### src/rtl/cla_arbiter.sv
// Round-robin arbiter sharing one carry-lookahead adder/subtractor among NREQ requesters.
// Latency: request accepted at edge T, RSP_VALID high after edge T+1; one operation per 3 cycles at best.
// Backpressure: RSP_* held while RSP_READY is low; REQ_READY stays zero until the response is taken.
//
// Ports: CLK/RST_N (synchronous, active-low reset); REQ_VALID/REQ_READY/REQ_A/REQ_B/REQ_SUB per-requester
// request channel (operands packed, requester k at [k*N +: N]); RSP_VALID/RSP_READY/RSP_ID/RSP_R/RSP_COUT
// response channel; BUSY high outside IDLE.
// Optional feature macro: CLA_ARB_OVF_EN adds the RSP_OVF port (signed overflow) and its register.

module cla #(
    parameter int N = 32
) (
    input  logic [N-1:0] A,
    input  logic [N-1:0] B,
    input  logic         ADD_SUB,
    output logic [N-1:0] R,
    output logic         COUT
);
    // Operands are padded up to whole 4-bit lookahead groups; padded bits have g=p=0
    // so they never disturb the carry taken from bit N.
    localparam int NB = (N + 3) / 4;
    localparam int NP = NB * 4;

    logic [NP-1:0] g;
    logic [NP-1:0] p;
    logic [NP:0]   c;
    logic          ci;
    logic          grp_g;
    logic          grp_p;

    always_comb begin
        g     = '0;
        p     = '0;
        c     = '0;
        ci    = 1'b0;
        grp_g = 1'b0;
        grp_p = 1'b0;
        // Subtract is A + ~B + 1: invert B and feed the +1 in as carry-in.
        for (int i = 0; i < N; i++) begin
            g[i] = A[i] & (B[i] ^ ADD_SUB);
            p[i] = A[i] ^ (B[i] ^ ADD_SUB);
        end
        c[0] = ADD_SUB;
        for (int k = 0; k < NB; k++) begin
            ci    = c[4*k];
            grp_g = g[4*k+3]
                  | (p[4*k+3] & g[4*k+2])
                  | (p[4*k+3] & p[4*k+2] & g[4*k+1])
                  | (p[4*k+3] & p[4*k+2] & p[4*k+1] & g[4*k]);
            grp_p = p[4*k+3] & p[4*k+2] & p[4*k+1] & p[4*k];
            c[4*k+1] = g[4*k] | (p[4*k] & ci);
            c[4*k+2] = g[4*k+1] | (p[4*k+1] & g[4*k]) | (p[4*k+1] & p[4*k] & ci);
            c[4*k+3] = g[4*k+2] | (p[4*k+2] & g[4*k+1]) | (p[4*k+2] & p[4*k+1] & g[4*k])
                     | (p[4*k+2] & p[4*k+1] & p[4*k] & ci);
            c[4*k+4] = grp_g | (grp_p & ci);
        end
    end

    assign R    = p[N-1:0] ^ c[N-1:0];
    assign COUT = c[N];
endmodule

module cla_arbiter #(
    parameter int N    = 32,
    parameter int NREQ = 4,
    parameter int IDW  = $clog2(NREQ)
) (
    input  logic              CLK,
    input  logic              RST_N,
    input  logic [NREQ-1:0]   REQ_VALID,
    output logic [NREQ-1:0]   REQ_READY,
    input  logic [NREQ*N-1:0] REQ_A,
    input  logic [NREQ*N-1:0] REQ_B,
    input  logic [NREQ-1:0]   REQ_SUB,
    output logic              RSP_VALID,
    input  logic              RSP_READY,
    output logic [IDW-1:0]    RSP_ID,
    output logic [N-1:0]      RSP_R,
    output logic              RSP_COUT,
    output logic              BUSY
`ifdef CLA_ARB_OVF_EN
    ,
    output logic              RSP_OVF
`endif
);
    typedef enum logic [1:0] {
        ST_IDLE = 2'd0,
        ST_EXEC = 2'd1,
        ST_RESP = 2'd2
    } state_t;

    state_t         state_q, state_d;
    logic [IDW-1:0] ptr_q, ptr_d;
    logic [N-1:0]   op_a_q, op_a_d;
    logic [N-1:0]   op_b_q, op_b_d;
    logic           op_sub_q, op_sub_d;
    logic [IDW-1:0] id_q, id_d;
    logic           rsp_valid_q, rsp_valid_d;
    logic [N-1:0]   rsp_r_q, rsp_r_d;
    logic           rsp_cout_q, rsp_cout_d;
    logic [IDW-1:0] rsp_id_q, rsp_id_d;
`ifdef CLA_ARB_OVF_EN
    logic           rsp_ovf_q, rsp_ovf_d;
    logic [N-1:0]   b_eff;
    logic           ovf_calc;
`endif

    logic [N-1:0]   cla_r;
    logic           cla_cout;

    cla #(.N(N)) u_cla (
        .A       (op_a_q),
        .B       (op_b_q),
        .ADD_SUB (op_sub_q),
        .R       (cla_r),
        .COUT    (cla_cout)
    );

`ifdef CLA_ARB_OVF_EN
    // Overflow when both effective operands share a sign and the result's sign differs.
    assign b_eff    = op_b_q ^ {N{op_sub_q}};
    assign ovf_calc = (op_a_q[N-1] == b_eff[N-1]) && (cla_r[N-1] != op_a_q[N-1]);
`endif

    // Round-robin pick: first valid requester at or above ptr, wrapping modulo NREQ.
    logic           gnt_found;
    logic [IDW-1:0] gnt_idx;
    int             scan_idx;

    always_comb begin
        gnt_found = 1'b0;
        gnt_idx   = '0;
        scan_idx  = 0;
        for (int i = 0; i < NREQ; i++) begin
            scan_idx = int'(ptr_q) + i;
            if (scan_idx >= NREQ) begin
                scan_idx = scan_idx - NREQ;
            end
            if (!gnt_found && REQ_VALID[scan_idx]) begin
                gnt_found = 1'b1;
                gnt_idx   = IDW'(scan_idx);
            end
        end
    end

    always_comb begin
        state_d     = state_q;
        ptr_d       = ptr_q;
        op_a_d      = op_a_q;
        op_b_d      = op_b_q;
        op_sub_d    = op_sub_q;
        id_d        = id_q;
        rsp_valid_d = rsp_valid_q;
        rsp_r_d     = rsp_r_q;
        rsp_cout_d  = rsp_cout_q;
        rsp_id_d    = rsp_id_q;
`ifdef CLA_ARB_OVF_EN
        rsp_ovf_d   = rsp_ovf_q;
`endif
        REQ_READY   = '0;

        case (state_q)
            ST_IDLE: begin
                if (gnt_found) begin
                    REQ_READY[gnt_idx] = 1'b1;
                    op_a_d   = REQ_A[gnt_idx*N +: N];
                    op_b_d   = REQ_B[gnt_idx*N +: N];
                    op_sub_d = REQ_SUB[gnt_idx];
                    id_d     = gnt_idx;
                    ptr_d    = (gnt_idx == IDW'(NREQ - 1)) ? '0 : gnt_idx + 1'b1;
                    state_d  = ST_EXEC;
                end
            end
            ST_EXEC: begin
                rsp_r_d     = cla_r;
                rsp_cout_d  = cla_cout;
                rsp_id_d    = id_q;
`ifdef CLA_ARB_OVF_EN
                rsp_ovf_d   = ovf_calc;
`endif
                rsp_valid_d = 1'b1;
                state_d     = ST_RESP;
            end
            ST_RESP: begin
                // New requests are not looked at here; the grant waits for IDLE.
                if (RSP_READY) begin
                    rsp_valid_d = 1'b0;
                    state_d     = ST_IDLE;
                end
            end
            default: begin
                state_d = ST_IDLE;
            end
        endcase

        // A grant during reset would be lost, so no requester may see READY then.
        if (!RST_N) begin
            REQ_READY = '0;
        end
    end

    always_ff @(posedge CLK) begin
        if (!RST_N) begin
            state_q     <= ST_IDLE;
            ptr_q       <= '0;
            op_a_q      <= '0;
            op_b_q      <= '0;
            op_sub_q    <= 1'b0;
            id_q        <= '0;
            rsp_valid_q <= 1'b0;
            rsp_r_q     <= '0;
            rsp_cout_q  <= 1'b0;
            rsp_id_q    <= '0;
`ifdef CLA_ARB_OVF_EN
            rsp_ovf_q   <= 1'b0;
`endif
        end else begin
            state_q     <= state_d;
            ptr_q       <= ptr_d;
            op_a_q      <= op_a_d;
            op_b_q      <= op_b_d;
            op_sub_q    <= op_sub_d;
            id_q        <= id_d;
            rsp_valid_q <= rsp_valid_d;
            rsp_r_q     <= rsp_r_d;
            rsp_cout_q  <= rsp_cout_d;
            rsp_id_q    <= rsp_id_d;
`ifdef CLA_ARB_OVF_EN
            rsp_ovf_q   <= rsp_ovf_d;
`endif
        end
    end

    assign RSP_VALID = rsp_valid_q;
    assign RSP_R     = rsp_r_q;
    assign RSP_COUT  = rsp_cout_q;
    assign RSP_ID    = rsp_id_q;
    assign BUSY      = (state_q != ST_IDLE);
`ifdef CLA_ARB_OVF_EN
    assign RSP_OVF   = rsp_ovf_q;
`endif
endmodule

### config.mk
export PLATFORM = sky130hd
export DESIGN_NAME = cla_arbiter
export DESIGN_NICKNAME = d
export VERILOG_FILES = /design/src/rtl/cla_arbiter.sv
export SDC_FILE = /design/constraint.sdc
export NUM_CORES = 1
export LEC_CHECK = 0
export CORE_MARGIN = 1.5
export CORE_UTILIZATION = 39
export DETAILED_ROUTE_END_ITERATION = 6
export GPL_ROUTABILITY_DRIVEN = 0
export PLACE_DENSITY = 0.77
export SYNTH_ARGS = -nofsm -noshare
export SYNTH_HDL_FRONTEND = slang
export SYNTH_SLANG_ARGS = --single-unit
### constraint.sdc
create_clock -name CLK -period 3.3 [get_ports CLK]
set_clock_uncertainty 0.05 [all_clocks]
set_input_delay 0.495 -clock CLK [delete_from_list [all_inputs] [get_ports CLK]]
set_output_delay 0.495 -clock CLK [all_outputs]
set_load 0.01 [all_outputs]
==> metrics.log <==
[metrics] Placeable Area: 18100 µm²
[metrics] type of the worst setup path: reg -> reg
[metrics] placed cells: 1481
[metrics] largest voltage drop on the vdd net: 0.314 mV
[metrics] global-route wire length before repair: 40300 µm
[metrics] Warnings, synthesis: 0
[metrics] Mapped Avg Cell Area: 7.39 µm²
[metrics] maximum root-to-sink buffer count: 2
[metrics] failing checks: design-rule violations
[metrics] antenna violations before repair: 0
[metrics] Post-route DRC: 8
[metrics] Setup TNS Final: 0 ns
[metrics] sort of element at the start of the critical path: flip-flop
[metrics] worst endpoint required time: 3.51 ns
[metrics] Iteration-0 DRC Markers: 419
[metrics] Switching Power: 2470 µW
[metrics] Vias/cell: 5.34
[metrics] relative max-transition margin: 51.3%
[metrics] power share of the clock group: 17.9%
[metrics] clock root buffer: sky130_fd_sc_hd__clkbuf_16
[metrics] # clock sinks: 107
[metrics] antenna diode count: 0
[metrics] netlist area before placement: 7280 µm²
[metrics] Cells after Synth: 985
[metrics] deepest level of the CTS H-tree: 3
[metrics] register clock-pin slew on the reported worst setup and hold paths: 0.07 ns
[metrics] Netlist cell types: 59
[metrics] filler cell count in the final layout: 1637
[metrics] Maximum Capacitance Violations: 0
[metrics] vias: 8093
[metrics] run status: finished, violations left
[metrics] Leak Pwr: 0.00463 µW
[metrics] part of the total power dissipated in combinational logic: 53.3%
[metrics] Tcrit/Tclk final: 99.4%
[metrics] Clock Latency Late Sink: 0.35 ns
[metrics] port buffer count: 307
[metrics] part of the power in registers: 28.8%
[metrics] internal power consumption: 3690 µW
[metrics] routed length per placed instance: 17.3 µm
[metrics] async set-or-reset flop fraction in the synthesized netlist: 0%
[metrics] Max Clk Rate: 305 MHz
[metrics] area added between synthesis and finish: 55.8%
[metrics] total routed wirelength: 26200 µm
[metrics] I/O pin total: 308
[metrics] Starting Density: 40.1%
[metrics] leading register cell type out of synthesis: sky130_fd_sc_hd__dfxtp_1
[metrics] sequential area share after synthesis: 29.4%
[metrics] switching share of power: 40.1%
[metrics] remaining global-route overflow: 0
[metrics] final hold violation count: 0
[metrics] maximum fanout count along the critical path: 7
[metrics] setup violation total in the final timing report: 0
[metrics] biggest cell delay along the critical path: 0.45 ns
[metrics] detailed placement HPWL: 20200 µm
[metrics] number of synthesized register bits: 107
[metrics] final net count: 1592
[metrics] critical path capture point type: flip-flop
[metrics] EDFF count, synth: 0
[metrics] cell family contributing the most delay on the critical path: compound AO/OA/AOI/OAI gates
[metrics] RSZ-0062 raised after global routing: true
[metrics] pin count of the biggest net entering global routing: 66
[metrics] number of hold buffers added after CTS: 0
[metrics] min cycle time layout: 3.28 ns
[metrics] crit path buf inv count: 2
[metrics] global routing usage summed across all routing layers: 26.0%
[metrics] layout cells sized above 1: 9.25%
[metrics] commonest cells after routing, fill and taps aside: 304 x sky130_fd_sc_hd__clkdlybuf4s50_1, 191 x sky130_fd_sc_hd__nand2_1, 142 x sky130_fd_sc_hd__a21oi_1
[metrics] Die Span Y: 140 µm
[metrics] min-delay worst type: reg -> reg
[metrics] number of standard cells in the layout, taps in and fillers out: 1516
[metrics] Die Area: 19500 µm²
[metrics] TritonCTS clock tree: yes
[metrics] critical path, cell by cell: buf_4, buf_16, xor2_2, ha_1, a21oi_1, o21ai_1, a221o_1, a32oi_4, a211oi_4, o21a_1, nor2_2, fa_2, a211oi_2
[metrics] residual antenna-violating net count after detailed routing: 0
[metrics] slew at the pin closest to its max-slew limit: 0.730 ns
[metrics] number of buffers added by the clock tree synthesis step: 9
[metrics] cell type of the slowest stage on the worst timing path: sky130_fd_sc_hd__fa_2
[metrics] nets in the synthesized netlist: 1295
[metrics] arrival time at the worst endpoint: 3.50 ns
[metrics] commonest non-fill, non-tap cell in the layout: sky130_fd_sc_hd__clkdlybuf4s50_1
[metrics] number of global-route vias before repair: 7769
[metrics] x dimension of the die: 140 µm
[metrics] number of optimization iterations in the first detailed-route pass: 7
[metrics] Placement Rows: 49
[metrics] Final Slew Violations: 0
[metrics] power density of the placed cells: 543 nW/µm²
[Yosys cell counts (all sizes together) (4+ instances only)]
| cell type | count | area share [%] |
|---|---|---|
| nor2 | 93 | 4.8 |
| or2 | 4 | 0.34 |
| xor2 | 37 | 4.5 |
| xnor2 | 10 | 1.2 |
| o21ai | 14 | 1.0 |
| o31ai | 4 | 0.41 |
| a21o | 6 | 0.62 |
| a21oi | 146 | 10 |
| clkbuf | 52 | 2.7 |
| nand4b | 7 | 0.84 |
| fa | 7 | 1.9 |
| nor3 | 5 | 0.34 |
| ha | 36 | 6.2 |
| o21a | 4 | 0.41 |
| nand3 | 37 | 2.5 |
| buf | 21 | 1.8 |
| a211oi | 13 | 1.4 |
| o22ai | 45 | 3.9 |
| mux2i | 47 | 6.5 |
| and3 | 7 | 0.60 |
| dfxtp | 107 | 29 |
| nand2 | 192 | 9.9 |
| inv | 26 | 1.3 |
| o211ai | 24 | 2.5 |
[state kept, by name (all words and copies together), names as in the netlist]
| name | count |
|---|---|
| RSP_COUT | 1 |
| op_sub_q | 1 |
| ptr_q | 2 |
| RSP_VALID | 1 |
| id_q | 2 |
| RSP_R | 32 |
| op_a_q | 32 |
| RSP_ID | 2 |
| state_q | 2 |
| op_b_q | 32 |
[layout make-up]
cell class / instances / area [µm²] / area share (%)
clock buffer: 10 / 229 / 2.02
clock inverter: 6 / 71.3 / 0.629
inverter: 26 / 101 / 0.894
multi-input combinational: 779 / 4930 / 43.5
sequential: 107 / 2150 / 18.9
tap: 229 / 287 / 2.53
timing repair buffer: 359 / 3570 / 31.5
[per-layer routing]
metal / vias up / wire length [µm] / track usage, %
li1: 4039 / - / -
met2: 307 / 12800 / 45.5
met5: - / 0 / 0
met3: 43 / 1520 / 4.37
met1: 3704 / 11200 / 32.8
met4: 0 / 633 / 7.53
[path summary, 6_finish.rpt]
kind	depth (start not counted)	to	slack [ns]	from
hold reg to reg	2	RSP_R[9]$_SDFFE_PN0P_	0.40	RSP_R[9]$_SDFFE_PN0P_
setup reg to reg	13	RSP_R[28]$_SDFFE_PN0P_	0.02	op_sub_q$_SDFFE_PN0P_
hold / removal	2	RSP_R[9]$_SDFFE_PN0P_	0.40	RSP_R[9]$_SDFFE_PN0P_
setup / recovery	13	RSP_R[28]$_SDFFE_PN0P_	0.02	op_sub_q$_SDFFE_PN0P_
[power groups by stage]
| stage | Clock [µW] | Sequential, µW | Combinational (µW) |
|---|---|---|---|
| 5_1_grt | 1170 | 1800 | 3580 |
| 6_report | 1100 | 1770 | 3280 |
| 2_1_floorplan | 0 | 1720 | 1920 |
| 4_1_cts | 1130 | 1760 | 3090 |
| 3_3_place_gp | 0 | 1790 | 2940 |
| 3_5_place_dp | 0 | 1780 | 3000 |
[worst reg2reg max path, cell delays in order, from the launching register on]
cell	delay (ns)
sky130_fd_sc_hd__dfxtp_4	0.39
sky130_fd_sc_hd__buf_4	0.16
sky130_fd_sc_hd__buf_16	0.15
sky130_fd_sc_hd__xor2_2	0.15
sky130_fd_sc_hd__ha_1	0.22
sky130_fd_sc_hd__a21oi_1	0.19
sky130_fd_sc_hd__o21ai_1	0.12
sky130_fd_sc_hd__a221o_1	0.41
sky130_fd_sc_hd__a32oi_4	0.29
sky130_fd_sc_hd__a211oi_4	0.11
sky130_fd_sc_hd__o21a_1	0.21
sky130_fd_sc_hd__nor2_2	0.11
sky130_fd_sc_hd__fa_2	0.45
sky130_fd_sc_hd__a211oi_2	0.19
[stage by stage]
step,instance area (µm²),util [%],setup WS (ns),power (µW),hold slack [ns]
after floorplan,7290,-,0.0213,3640,0.382
after global placement,10700,58.7,-0.00472,4720,0.393
after detailed placement,10700,58.7,-0.0904,4790,0.396
after CTS,11100,60.9,0.00426,5980,0.404
after global routing,11300,62.5,-0.102,6550,0.425
final,11300,62.5,0.0183,6160,0.400
[cells by family (layout without fill, tap and decap cells)]
| kind of cell | Yosys count | in the layout | share of synthesized area (%) |
|---|---|---|---|
| xor gates and xnor gates | 47 | 47 | 5.66 |
| muxes | 47 | 47 | 6.46 |
| AOI/OAI and AO/OA | 278 | 278 | 23.4 |
| buffers and inverters | 99 | 401 | 5.81 |
| and+or+nand+nor | 364 | 364 | 21.2 |
| adders and majority gates | 43 | 43 | 8.11 |
| DFF | 107 | 107 | 29.4 |
[what timing repair did]
| action | CTS | global route |
|---|---|---|
| setup endpoints to repair | 3 | 9 |
| cloned | 1 | 1 |
| gates resized for setup | 5 | 38 |
| buffers inserted | 6 | 11 |
| pin swaps | 2 | 20 |
Power figures use the tool's default switching activity.
